`src/rtl/sm4_uart_pkg.sv`:
```
// Shared constants and types for the UART-to-SM4 frame path: header bytes,
// block type tags, error codes, framer states and the timeout sizing helper.
package sm4_uart_pkg;

  localparam logic [7:0] HDR_KEY_DEF = 8'hA5;
  localparam logic [7:0] HDR_ENC_DEF = 8'h5A;
  localparam logic [7:0] HDR_DEC_DEF = 8'h3C;

  localparam logic [1:0] TYPE_NONE = 2'b00;
  localparam logic [1:0] TYPE_KEY  = 2'b01;
  localparam logic [1:0] TYPE_ENC  = 2'b10;
  localparam logic [1:0] TYPE_DEC  = 2'b11;

  localparam logic [1:0] ERR_NONE    = 2'b00;
  localparam logic [1:0] ERR_HDR     = 2'b01;
  localparam logic [1:0] ERR_TIMEOUT = 2'b10;
  localparam logic [1:0] ERR_OVERRUN = 2'b11;

  localparam int TIMER_W = 24;

  typedef enum logic [1:0] {
    IDLE = 2'd0,
    RECV = 2'd1,
    HOLD = 2'd2
  } state_t;

  // One byte time on the wire is 10 bit times (start + 8 data + stop).
  function automatic int calc_timeout_cyc(input int clk_f, input int baud, input int nbytes);
    return nbytes * 10 * (clk_f / baud);
  endfunction

endpackage

```
`src/rtl/sm4_byte_timeout.sv`:
```
// Inter-byte silence timer: counts while enabled, restarts on clear, and
// flags expiry when the count reaches TIMEOUT_CYC-1 without a clear.
module sm4_byte_timeout
  import sm4_uart_pkg::*;
#(
  parameter int TIMEOUT_CYC = 208320
) (
  input  logic clk,
  input  logic rst_n,
  input  logic clear,
  input  logic enable,
  output logic expire
);

  localparam logic [TIMER_W-1:0] LAST_CNT = TIMER_W'(TIMEOUT_CYC - 1);

  logic [TIMER_W-1:0] cnt_reg;

  // A clear in the expiry cycle wins, so a late byte still lands in the frame.
  assign expire = enable && !clear && (cnt_reg == LAST_CNT);

  always_ff @(posedge clk or negedge rst_n) begin
    if (!rst_n) begin
      cnt_reg <= '0;
    end else if (!enable || clear) begin
      cnt_reg <= '0;
    end else if (cnt_reg != LAST_CNT) begin
      cnt_reg <= cnt_reg + TIMER_W'(1);
    end
  end

endmodule

```
`src/rtl/sm4_rx_framer.sv`:
```
// Parses header + 16-byte frames from the UART byte stream into tagged
// 128-bit blocks for the SM4 core; bad, stalled or overrun frames pulse frame_err.
module sm4_rx_framer
  import sm4_uart_pkg::*;
#(
  parameter int         CLK_F         = 50000000,
  parameter int         UART_B        = 9600,
  parameter int         TIMEOUT_BYTES = 4,
  parameter logic [7:0] HDR_KEY       = HDR_KEY_DEF,
  parameter logic [7:0] HDR_ENC       = HDR_ENC_DEF,
  parameter logic [7:0] HDR_DEC       = HDR_DEC_DEF
) (
  input  logic         clk,
  input  logic         rst_n,
  input  logic [7:0]   rx_pdata,
  input  logic         rx_pdvalid,
  output logic [127:0] out_data,
  output logic [1:0]   out_type,
  output logic         out_valid,
  input  logic         out_ready,
  output logic         frame_err,
  output logic [1:0]   err_code,
  output logic         busy
);

  localparam int TIMEOUT_CYC = calc_timeout_cyc(CLK_F, UART_B, TIMEOUT_BYTES);

  state_t         state_reg, state_next;
  logic [1:0]     type_reg, type_next;
  logic [3:0]     cnt_reg, cnt_next;
  logic [119:0]   shift_reg, shift_next;
  logic [127:0]   out_data_reg, out_data_next;
  logic [1:0]     out_type_reg, out_type_next;
  logic           out_valid_reg, out_valid_next;
  logic           frame_err_reg, frame_err_next;
  logic [1:0]     err_code_reg, err_code_next;
  logic           pdvalid_prev_reg;

  logic           accept;
  logic           expire;
  logic           take_hdr;
  logic [1:0]     hdr_type;

  assign accept = rx_pdvalid && !pdvalid_prev_reg;

  sm4_byte_timeout #(
    .TIMEOUT_CYC(TIMEOUT_CYC)
  ) u_timeout (
    .clk    (clk),
    .rst_n  (rst_n),
    .clear  (accept),
    .enable (state_reg == RECV),
    .expire (expire)
  );

  always_comb begin
    hdr_type = TYPE_NONE;
    if (rx_pdata == HDR_KEY)      hdr_type = TYPE_KEY;
    else if (rx_pdata == HDR_ENC) hdr_type = TYPE_ENC;
    else if (rx_pdata == HDR_DEC) hdr_type = TYPE_DEC;
  end

  // A byte arriving in the handshake cycle of HOLD is treated as a fresh header.
  assign take_hdr = accept && ((state_reg == IDLE) || ((state_reg == HOLD) && out_ready));

  always_ff @(posedge clk or negedge rst_n) begin
    if (!rst_n) begin
      state_reg        <= IDLE;
      type_reg         <= TYPE_NONE;
      cnt_reg          <= '0;
      shift_reg        <= '0;
      out_data_reg     <= '0;
      out_type_reg     <= TYPE_NONE;
      out_valid_reg    <= 1'b0;
      frame_err_reg    <= 1'b0;
      err_code_reg     <= ERR_NONE;
      pdvalid_prev_reg <= 1'b0;
    end else begin
      state_reg        <= state_next;
      type_reg         <= type_next;
      cnt_reg          <= cnt_next;
      shift_reg        <= shift_next;
      out_data_reg     <= out_data_next;
      out_type_reg     <= out_type_next;
      out_valid_reg    <= out_valid_next;
      frame_err_reg    <= frame_err_next;
      err_code_reg     <= err_code_next;
      pdvalid_prev_reg <= rx_pdvalid;
    end
  end

  always_comb begin
    state_next     = state_reg;
    type_next      = type_reg;
    cnt_next       = cnt_reg;
    shift_next     = shift_reg;
    out_data_next  = out_data_reg;
    out_type_next  = out_type_reg;
    out_valid_next = out_valid_reg;
    frame_err_next = 1'b0;
    err_code_next  = err_code_reg;

    case (state_reg)
      RECV: begin
        if (accept) begin
          shift_next = {shift_reg[111:0], rx_pdata};
          if (cnt_reg == 4'd15) begin
            out_data_next  = {shift_reg, rx_pdata};
            out_type_next  = type_reg;
            out_valid_next = 1'b1;
            state_next     = HOLD;
          end else begin
            cnt_next = cnt_reg + 4'd1;
          end
        end else if (expire) begin
          frame_err_next = 1'b1;
          err_code_next  = ERR_TIMEOUT;
          state_next     = IDLE;
        end
      end
      HOLD: begin
        if (out_ready) begin
          out_valid_next = 1'b0;
          out_type_next  = TYPE_NONE;
          state_next     = IDLE;
        end else if (accept) begin
          frame_err_next = 1'b1;
          err_code_next  = ERR_OVERRUN;
        end
      end
      default: ;
    endcase

    if (take_hdr) begin
      if (hdr_type != TYPE_NONE) begin
        type_next  = hdr_type;
        cnt_next   = '0;
        shift_next = '0;
        state_next = RECV;
      end else begin
        frame_err_next = 1'b1;
        err_code_next  = ERR_HDR;
        state_next     = IDLE;
      end
    end
  end

  assign out_data  = out_data_reg;
  assign out_type  = out_type_reg;
  assign out_valid = out_valid_reg;
  assign frame_err = frame_err_reg;
  assign err_code  = err_code_reg;
  assign busy      = (state_reg != IDLE);

endmodule

```
`config.mk`:
```
export PLATFORM = sky130hd
export DESIGN_NAME = sm4_rx_framer
export DESIGN_NICKNAME = d
export VERILOG_FILES = /design/src/rtl/sm4_uart_pkg.sv /design/src/rtl/sm4_byte_timeout.sv /design/src/rtl/sm4_rx_framer.sv
export SDC_FILE = /design/constraint.sdc
export NUM_CORES = 1
export LEC_CHECK = 0
export CAP_MARGIN = 30
export CORE_MARGIN = 2
export CORE_UTILIZATION = 50
export CTS_CLUSTER_DIAMETER = 80
export DETAILED_ROUTE_END_ITERATION = 16
export PLACE_DENSITY = 0.84
export SETUP_SLACK_MARGIN = 0.3
export SYNTH_ARGS = -nofsm -noshare
export SYNTH_HDL_FRONTEND = slang
export SYNTH_HIERARCHICAL = 1
export SYNTH_SLANG_ARGS = --single-unit
```
`constraint.sdc`:
```
create_clock -name clk -period 2.7 [get_ports clk]
set_clock_uncertainty 0.05 [all_clocks]
set_input_delay 0.27 -clock clk [delete_from_list [all_inputs] [get_ports clk]]
set_output_delay 0.27 -clock clk [all_outputs]
set_load 0.1 [all_outputs]
```
==> summary.md, run 1 <==
| Metric | Value |
|---|---|
| Outcome | `completed` |
| Max Transition Viols Final | `0` |
| CP dominant cell by count | `or4_4` |
| Flip-flop count of the largest register after layout | `128` |
| Syn_area_per_cell | `11.5 µm²` |
| Inserted Diodes | `0` |
| Initial antenna violation count | `0` |
| Share of cells above drive strength 1 | `28.1%` |
| Top cell type's share of synthesized area | `61.1%` |
| Setup TNS | `0 ns` |
| First DRT Iteration DRCs | `602` |
| HP Class | `in -> async` |
| GRT Util Overall | `20.6%` |
| Syn_nets | `1,038` |
| Max-cap viol count | `0` |
| Netlist cell types | `57` |
| Drt pass-1 iters | `7` |
| Largest fanout on the critical path | `2` |
| Final min period | `2.51 ns` |
| Rel. slew slack | `56.7%` |
| Drt total wl | `25.6 mm` |
| TritonCTS sink count | `287` |
| DP HPWL | `16.2 mm` |
| Period utilisation layout | `93.0%` |
| Dominant synthesized flop cell | `dfrtp_1` |
| Pwr dens | `605 nW/µm²` |
| Slowest cell on crit path | `or4_4` |
| Power, Total | `8670 µW` |
| Max frequency | `0.398 GHz` |
| Critical Path AT | `2.89 ns` |
| Worst Path Class, Setup | `reg -> reg` |
| CP Launch Type | `flop` |
| Antenna-violating nets left | `0` |
| Syn. warnings | `6` |
| Area leader, netlist | `dfrtp_1` |
| Drt wl/cell | `17.0 µm` |
| Final hold slack | `0.157 ns` |
| Worst path max stage delay | `0.52 ns` |
| Ys async rst share | `100%` |
| Site Rows | `56` |
| Vias per cell | `5.45` |
| Worst vdd ir | `0.444 mV` |
| Total gr overflow | `0` |
| Crit-path cells | `or4_4 > or4_4 > or3_4 > nor2_4 > inv_2 > a32oi_2 > o21ai_1 > a21o_1` |
| #FFs+latches synth | `287` |
| Die height | `157 µm` |
| Clk pin slew, worst setup/hold paths | `0.06 ns` |
| P_leak | `0.00697 µW` |
| WP buf/inv | `1` |
| Synth area leaders | `dfrtp_1, mux2_2, nand2_1` |
| Vias | `8,235` |
| CTS root buf | `clkbuf_16` |
| Htree depth | `1` |
| Area grow syn2layout | `21.9%` |
| EDFF count, synth | `0` |
| Crit-path leading delay family | `simple AND/OR/NAND/NOR gates` |
| Mapped cell area | `11,800 µm²` |
| Fill cells | `1,832` |
| Num CTS Buffers | `29` |
| Die area | `24,800 µm²` |
| Ports | `147` |
| Hold Fails Final Rpt | `0` |
| Die X | `157 µm` |
| R2r setup slk | `0.19 ns` |
| Finished Core Util | `61.6%` |
| Required @ worst endpoint | `3.09 ns` |
| Core area | `23,300 µm²` |
| Vias in the first global route | `8,152` |
| Post-synthesis sequential area ratio | `61.1%` |
| Clk buf depth | `3` |
| # setup viols final | `0` |
| Starting Density | `50.5%` |
| Worst skew pair latency | `0.55 ns` |
| Nets | `1,186` |
| Post-Syn Instances | `1,021` |
| DRC viols | `0` |
| Largest net degree at the start of global routing | `121` |
| Placer Congestion | `0.856` |
| Worst Setup End Kind | `flop` |
| First-pass GRT wire length | `41.6 mm` |
| CTS tree | `yes` |
| Slew at the pin closest to its max-slew limit | `0.650 ns` |
| RSZ-0062 raised after global routing | `true` |
| PortBufs | `146` |
==> cell type report <==
| class | count | area, µm² | share of cell area, % |
|---|---|---|---|
| sequential | 287 | 7180 | 50.1 |
| multi-input combinational | 659 | 4150 | 29.0 |
| timing repair buffer | 181 | 1560 | 10.9 |
| clock buffer | 46 | 890 | 6.21 |
| tap | 319 | 399 | 2.79 |
| clock inverter | 7 | 104 | 0.725 |
| inverter | 11 | 43.8 | 0.306 |
==> cell usage in the layout, fill, tap and decap left out, types with 5 or more instances in the layout <==
| cell | n |
|---|---|
| dfrtp_1 | 286 |
| nand2_1 | 260 |
| buf_4 | 156 |
| a21oi_1 | 131 |
| mux2_2 | 90 |
| mux2_1 | 40 |
| clkbuf_16 | 29 |
| nor2_1 | 14 |
| buf_12 | 13 |
| clkbuf_8 | 10 |
| clkdlybuf4s50_1 | 10 |
| inv_1 | 9 |
| nand4_1 | 9 |
| nand3_1 | 8 |
| o21ai_0 | 8 |
| clkbuf_1 | 7 |
| nand2b_1 | 6 |
| mux2i_1 | 6 |
| a31oi_1 | 6 |
| nor3_1 | 5 |
==> cell usage after synthesis, types with 5 or more instances <==
library cell,instances
dfrtp_1,287
nand2_1,260
a21oi_1,132
mux2_2,90
mux2_1,40
buf_2,31
buf_6,15
nor2_1,15
clkbuf_1,11
o21ai_0,11
inv_1,10
nand4_1,9
nand3_1,8
a31oi_1,6
buf_4,6
mux2i_1,6
nand2b_1,6
ha_1,5
nor3_1,5
or4_1,5
==> metal layers <==
metal	part of all wire, %	GRT usage, %
met1	43	28.0
met2	48	33.9
met3	5.8	3.99
met4	3.1	6.36
met5	0	0
==> cell families (layout without fill, tap and decap cells) <==
| kind of cell | Yosys count | in the layout | share of synthesized area (%) |
|---|---|---|---|
| xor gates and xnor gates | 8 | 8 | 0.596 |
| adders and majority gates | 5 | 5 | 0.532 |
| AOI/OAI and AO/OA | 167 | 167 | 7.86 |
| buffers and inverters | 75 | 245 | 3.98 |
| and+or+nand+nor | 343 | 343 | 13.0 |
| DFF | 287 | 287 | 61.1 |
| muxes | 136 | 136 | 13.0 |
==> report_power, final <==
part           internal [µW]  total, µW  switching [µW]
combinational           62.5        227             164
sequential              4330       4350            21.9
clock                   2450       4100            1640
==> final timing paths <==
| check | startpoint | to | cells past startpoint |
|---|---|---|---|
| setup / recovery | u_timeout/cnt_reg[20]$_DFFE_PN0P_ | state_reg[0]$_DFFE_PN0P_ | 8 |
| hold / removal | rst_n | out_data[43]$_DFFE_PN0P_ | 2 |
| setup reg to reg | u_timeout/cnt_reg[20]$_DFFE_PN0P_ | state_reg[0]$_DFFE_PN0P_ | 8 |
| hold reg to reg | out_data[113]$_DFFE_PN0P_ | out_data[113]$_DFFE_PN0P_ | 1 |
| max in group asynchronous | rst_n | out_data[90]$_DFFE_PN0P_ | 3 |
| min in group clk | rx_pdvalid | pdvalid_prev_reg$_DFF_PN0_ | 1 |
==> repair_timing <==
| action | CTS | global route |
|---|---|---|
| setup endpoints to repair | 4 | 69 |
| buffers inserted | 5 | 3 |
| hold buffers | 1 | 0 |
| endpoints found under the hold margin | 71 | 0 |
| pin swaps | 4 | 2 |
| gates resized for setup | 3 | 7 |
==> through the flow <==
step	cell area, µm²	setup slack, ns	instances
floorplan	11800	0.114	1021
global placement	13200	0.0928	1448
detailed placement	13200	0.0680	1448
CTS	14300	0.178	1507
global route	14300	0.110	1510
finish	14300	0.190	1510
Power figures use the tool's default switching activity.
==> run 2: changes to the inputs <==
Settings changed: CORE_UTILIZATION 50 to 40, PLACE_DENSITY 0.84 to 0.71.
==> summary.md, run 2 (synthesized netlist as in run 1, its figures left out) <==
| Metric | Value |
|---|---|
| Rel. slew slack | `57.6% (was 56.7%)` |
| Period utilisation layout | `91.6% (was 93.0%)` |
| Worst Setup End Kind | `flop (unchanged)` |
| DRC viols | `0 (unchanged)` |
| P_leak | `0.00693 µW (was 0.00697 µW)` |
| Commonest non-fill, non-tap cell in the layout | `dfrtp_1 (unchanged)` |
| Crit-path cells | `or4_1 > or4_4 > or3_4 > nor2_4 > inv_1 > a32oi_1 > o21ai_1 > a21o_1 (was or4_4 > or4_4 > or3_4 > nor2_4 > inv_2 > a32oi_2 > o21ai_1 > a21o_1)` |
| Slew at the pin closest to its max-slew limit | `0.636 ns (was 0.650 ns)` |
| DP HPWL | `16.0 mm (was 16.2 mm)` |
| Site Rows | `62 (was 56)` |
| Nets | `1,184 (was 1,186)` |
| Critical Path AT | `2.86 ns (was 2.89 ns)` |
| Pre-CTS WS | `0.106 ns (was 0.0680 ns)` |
| Max Transition Viols Final | `0 (unchanged)` |
| GRT Util Overall | `16.5% (was 20.6%)` |
| First-pass GRT wire length | `42.0 mm (was 41.6 mm)` |
| Flip-flop count of the largest register after layout | `128 (unchanged)` |
| Required @ worst endpoint | `3.09 ns (about the same)` |
| Clk pin slew, worst setup/hold paths | `0.06 ns (about the same)` |
| Placer Congestion | `0.837 (was 0.856)` |
| CTS root buf | `clkbuf_16 (unchanged)` |
| Starting Density | `40.7% (was 50.5%)` |
| Vias in the first global route | `8,092 (was 8,152)` |
| Total gr overflow | `0 (unchanged)` |
| RSZ-0062 raised after global routing | `true (unchanged)` |
| Inserted Diodes | `0 (unchanged)` |
| Fill cells | `2,626 (was 1,832)` |
| Die height | `175 µm (was 157 µm)` |
| Sequential power share | `51.2% (was 50.2%)` |
| CTS tree | `yes (unchanged)` |
| Die area | `30,800 µm² (was 24,800 µm²)` |
| Htree depth | `1 (unchanged)` |
| Worst vdd ir | `0.363 mV (was 0.444 mV)` |
| Vias | `8,051 (was 8,235)` |
| Final min period | `2.47 ns (was 2.51 ns)` |
| Internal Power | `6680 µW (was 6840 µW)` |
| Most frequent cells in the layout | `dfrtp_1, nand2_1, buf_4, a21oi_1, mux2_2 (unchanged)` |
| Slowest cell on crit path | `or4_1 (was or4_4)` |
| TritonCTS sink count | `287 (unchanged)` |
| Ports | `147 (unchanged)` |
| Die X | `175 µm (was 157 µm)` |
| Worst path max stage delay | `0.51 ns (was 0.52 ns)` |
| Core area | `28,900 µm² (was 23,300 µm²)` |
| Clk buf depth | `3 (unchanged)` |
| Outcome | `completed (unchanged)` |
| Final setup margin | `0.227 ns (was 0.190 ns)` |
| # setup viols final | `0 (unchanged)` |
| Drt total wl | `25.4 mm (was 25.6 mm)` |
| Finished Core Util | `49.6% (was 61.6%)` |
| Pwr dens | `595 nW/µm² (was 605 nW/µm²)` |
| Num CTS Buffers | `30 (was 29)` |
| Switching share of power | `21.5% (was 21.1%)` |
| Final hold slack | `0.217 ns (was 0.157 ns)` |
| Worst skew pair latency | `0.55 ns (about the same)` |
| First DRT Iteration DRCs | `651 (was 602)` |
| Largest net degree at the start of global routing | `121 (unchanged)` |
| Drt pass-1 iters | `5 (was 7)` |
| Clock group share of total power | `46.1% (was 47.2%)` |
| Worst Path Class, Setup | `reg -> reg (unchanged)` |
| Setup TNS | `0 ns (unchanged)` |
| Share of cells above drive strength 1 | `27.6% (was 28.1%)` |
| Drt wl/cell | `16.2 µm (was 17.0 µm)` |
| Initial antenna violation count | `0 (unchanged)` |
| Multi-input gate area | `4140 µm² (was 4150 µm²)` |
| Vias per cell | `5.13 (was 5.45)` |
| Max-cap viol count | `0 (unchanged)` |
| Max frequency | `0.404 GHz (was 0.398 GHz)` |
| Sw Pwr | `1830 µW (about the same)` |
| PortBufs | `146 (unchanged)` |
| Largest fanout on the critical path | `2 (unchanged)` |
| FF+latch area | `7180 µm² (about the same)` |
| HP Class | `in -> reg (was in -> async)` |
| Combinational group share of total power | `2.7% (was 2.6%)` |
| CP Launch Type | `flop (unchanged)` |
| Hold Fails Final Rpt | `0 (unchanged)` |
| Antenna-violating nets left | `0 (unchanged)` |
| Area grow syn2layout | `21.7% (was 21.9%)` |
run 2: what timing repair did:
| action | CTS | global route |
|---|---|---|
| buffers inserted | 3 | 4 |
| hold buffers | 1 | 0 |
| hold endpoints to repair | 70 | 0 |
| setup endpoints to repair | 4 | 61 |
| pin swaps | 2 | 2 |
| resized for setup | 2 | 2 |
run 2: area by class of cell:
cell class | count | area share (%)
sequential | 287 | 50.2
multi-input combinational | 659 | 28.9
timing repair buffer | 178 | 10.6
clock buffer | 40 | 5.93
tap | 384 | 3.36
clock inverter | 10 | 0.647
inverter | 11 | 0.306
run 2: metal layers:
metal / vias up / track usage (%) / part of all wire (%)
met5: - / 0 / 0
met4: 0 / 4.41 / 2.2
met3: 44 / 3.59 / 6.4
met2: 206 / 26.3 / 46
met1: 4033 / 22.9 / 45
li1: 3768 / - / -
run 2: final timing paths:
path	start	to	slack [ns]	cells past startpoint
worst max-delay path	u_timeout/cnt_reg[20]$_DFFE_PN0P_	state_reg[0]$_DFFE_PN0P_	0.23	8
worst min-delay path	rx_pdvalid	pdvalid_prev_reg$_DFF_PN0_	0.22	1
worst max register to register	u_timeout/cnt_reg[20]$_DFFE_PN0P_	state_reg[0]$_DFFE_PN0P_	0.23	8
worst min register to register	out_data[123]$_DFFE_PN0P_	out_data[123]$_DFFE_PN0P_	0.43	1
max in group asynchronous	rst_n	err_code[1]$_DFF_PN0_	1.55	3
min in group asynchronous	rst_n	out_data[43]$_DFFE_PN0P_	0.23	2
run 2: critical path, delay by kind of cell, from the launching register on:
kind,cells,cell delay [ns]
compound gates,3,0.50
buf+inv,1,0.04
flops,1,0.38
simple gates,4,1.39
run 2: power by group through the flow:
stage          registers, µW  logic, µW  clock network, µW
2_1_floorplan           4460       55.4                  0
3_3_place_gp            4430        231                  0
3_5_place_dp            4430        235                  0
4_1_cts                 4350        238               4040
5_1_grt                 4350        262               4200
6_report                4350        232               3920
run 2: stage by stage:
stage	instance area, µm²	instances	total power, µW
after global routing	14300	1569	8820
after floorplan	11800	1021	4510
after detailed placement	13300	1511	4670
after global placement	13300	1511	4660
final	14300	1569	8510
after CTS	14300	1565	8630
==> run 3: changes to the inputs <==
Settings changed: CAP_MARGIN 30 to 40, PLACE_DENSITY 0.71 to unset, PLACE_DENSITY_LB_ADDON set to 0.3.
==> summary.md, run 3 (synthesized netlist as in run 1, its figures left out) <==
| Metric | Value |
|---|---|
| Outcome | `completed (unchanged)` |
| Largest net degree at the start of global routing | `121 (unchanged)` |
| Drt pass-1 iters | `7 (was 5)` |
| Worst skew pair latency | `0.55 ns (about the same)` |
| Slew at the pin closest to its max-slew limit | `0.590 ns (was 0.636 ns)` |
| DRC viols | `0 (unchanged)` |
| Total gr overflow | `0 (unchanged)` |
| CP Launch Type | `flop (unchanged)` |
| Crit-path cells | `or4_1 > or4_4 > or3_4 > nor2_4 > inv_2 > a32oi_2 > o21ai_1 > a21o_1 (was or4_1 > or4_4 > or3_4 > nor2_4 > inv_1 > a32oi_1 > o21ai_1 > a21o_1)` |
| PortBufs | `146 (unchanged)` |
| # setup viols final | `0 (unchanged)` |
| Final min period | `2.57 ns (was 2.47 ns)` |
| Multi-input gate area | `4140 µm² (about the same)` |
| RR Startpoint | `u_timeout/cnt_reg[20]$_DFFE_PN0P_ (unchanged)` |
| Vias per cell | `5.09 (was 5.13)` |
| Clk pin slew, worst setup/hold paths | `0.06 ns (about the same)` |
| HP Class | `in -> async (was in -> reg)` |
| Die height | `175 µm (unchanged)` |
| GRT Util Overall | `16.7% (was 16.5%)` |
| Slowest cell on crit path | `or4_1 (unchanged)` |
| RSZ-0062 raised after global routing | `true (unchanged)` |
| Placer Congestion | `0.804 (was 0.837)` |
| Critical Path AT | `2.96 ns (was 2.86 ns)` |
| Worst path max stage delay | `0.52 ns (was 0.51 ns)` |
| Nets | `1,185 (was 1,184)` |
| Starting Density | `40.7% (unchanged)` |
| WP buf/inv | `1 (unchanged)` |
| Worst vdd ir | `0.431 mV (was 0.363 mV)` |
| Core area | `28,900 µm² (unchanged)` |
| FF-to-FF path depth | `8 (unchanged)` |
| Drt wl/cell | `16.4 µm (was 16.2 µm)` |
| Antenna-violating nets left | `0 (unchanged)` |
| R2r setup slk | `0.13 ns (was 0.23 ns)` |
| Required @ worst endpoint | `3.09 ns (about the same)` |
| Final hold slack | `0.193 ns (was 0.217 ns)` |
| RR Endpoint | `state_reg[0]$_DFFE_PN0P_ (unchanged)` |
| Fill cells | `2,649 (was 2,626)` |
| First-pass GRT wire length | `42.4 mm (was 42.0 mm)` |
| Pwr dens | `596 nW/µm² (was 595 nW/µm²)` |
| Num CTS Buffers | `31 (was 30)` |
| Setup TNS | `0 ns (unchanged)` |
| Die area | `30,800 µm² (unchanged)` |
| Largest fanout on the critical path | `3 (was 2)` |
| Commonest non-fill, non-tap cell in the layout | `dfrtp_1 (unchanged)` |
| CTS root buf | `clkbuf_16 (unchanged)` |
| Flip-flop count of the largest register after layout | `128 (unchanged)` |
| CTS tree | `yes (unchanged)` |
| TritonCTS sink count | `287 (unchanged)` |
| Drt total wl | `25.8 mm (was 25.4 mm)` |
| Rel. slew slack | `60.7% (was 57.6%)` |
| Site Rows | `62 (unchanged)` |
| Most frequent cells in the layout | `dfrtp_1, nand2_1, buf_4, a21oi_1, mux2_2 (unchanged)` |
| DP HPWL | `15.9 mm (was 16.0 mm)` |
| Hold Fails Final Rpt | `0 (unchanged)` |
| Share of cells above drive strength 1 | `27.7% (was 27.6%)` |
| First DRT Iteration DRCs | `620 (was 651)` |
| P_leak | `0.00693 µW (about the same)` |
| Worst Path Class, Setup | `reg -> reg (unchanged)` |
| Inserted Diodes | `0 (unchanged)` |
| Initial antenna violation count | `0 (unchanged)` |
| Vias in the first global route | `7,844 (was 8,092)` |
| Critical Path Stages | `8 (unchanged)` |
| Max Transition Viols Final | `0 (unchanged)` |
| FF+latch area | `7180 µm² (unchanged)` |
| Period utilisation layout | `95.2% (was 91.6%)` |
| Area grow syn2layout | `21.6% (was 21.7%)` |
| Max frequency | `0.389 GHz (was 0.404 GHz)` |
| Htree depth | `1 (unchanged)` |
| Clk buf depth | `3 (unchanged)` |
| Ports | `147 (unchanged)` |
| Crit-path leading delay family | `simple AND/OR/NAND/NOR gates (unchanged)` |
| Die X | `175 µm (unchanged)` |
| Max-cap viol count | `0 (unchanged)` |
| Worst Setup End Kind | `flop (unchanged)` |
| Vias | `7,997 (was 8,051)` |
run 3: what timing repair did:
| action | in CTS | in global routing |
|---|---|---|
| hold buffers | 1 | 0 |
| endpoints found under the setup margin | 4 | 7 |
| hold endpoints to repair | 45 | 0 |
| buffers inserted | 1 | 4 |
| gates resized for setup | 1 | 6 |
| pin swaps | 1 | 3 |
run 3: how the worst max path moves through the flow:
stage | start | end | slack (ns)
2_1_floorplan | u_timeout/cnt_reg[14]$_DFFE_PN0P_ | state_reg[0]$_DFFE_PN0P_ | 0.11
3_3_place_gp | u_timeout/cnt_reg[20]$_DFFE_PN0P_ | state_reg[0]$_DFFE_PN0P_ | 0.09
3_5_place_dp | u_timeout/cnt_reg[20]$_DFFE_PN0P_ | state_reg[0]$_DFFE_PN0P_ | 0.06
4_1_cts | u_timeout/cnt_reg[20]$_DFFE_PN0P_ | state_reg[0]$_DFFE_PN0P_ | 0.12
5_1_grt | u_timeout/cnt_reg[20]$_DFFE_PN0P_ | state_reg[0]$_DFFE_PN0P_ | 0.06
6_report | u_timeout/cnt_reg[20]$_DFFE_PN0P_ | state_reg[0]$_DFFE_PN0P_ | 0.13
run 3: metrics by stage:
stage / util, % / instances / cell area (µm²) / power, µW / setup slack, ns
final: 49.5 / 1570 / 14300 / 8520 / 0.129
after global routing: 49.5 / 1570 / 14300 / 8840 / 0.0636
after CTS: 49.4 / 1566 / 14200 / 8640 / 0.121
after detailed placement: 46.0 / 1513 / 13300 / 4660 / 0.0640
after global placement: 46.0 / 1513 / 13300 / 4660 / 0.0859
after floorplan: - / 1021 / 11800 / 4510 / 0.114
run 3: power by group:
group | switching, µW | internal, µW
clock | 1670 | 2270
sequential | 22.5 | 4330
combinational | 165 | 62.9
total | 1860 | 6670
run 3: final cells by class:
class / instances / area share, %
clock buffers: 42 / 6.21
flip-flops and latches: 287 / 50.2
well taps: 384 / 3.36
multi-input cells: 659 / 29.0
inverters: 11 / 0.306
clock inverters: 9 / 0.403
repair buffers: 178 / 10.5
run 3: worst register-to-register path, delay by kind of cell (launching register included):
family                 cells  cell delay, ns
and+or+nand+nor            4            1.50
AOI/OAI and AO/OA          3            0.50
DFF                        1            0.38
buffers and inverters      1            0.04
run 3: per-layer routing:
| layer | part of all wire [%] | wire [µm] | up-vias | GRT usage, % |
|---|---|---|---|---|
| li1 | - | - | 3772 | - |
| met1 | 47 | 12100 | 4013 | 24.2 |
| met2 | 45 | 11700 | 179 | 25.6 |
| met3 | 6.4 | 1660 | 33 | 4.35 |
| met4 | 1.5 | 374 | 0 | 3.17 |
| met5 | 0 | 0 | - | 0 |
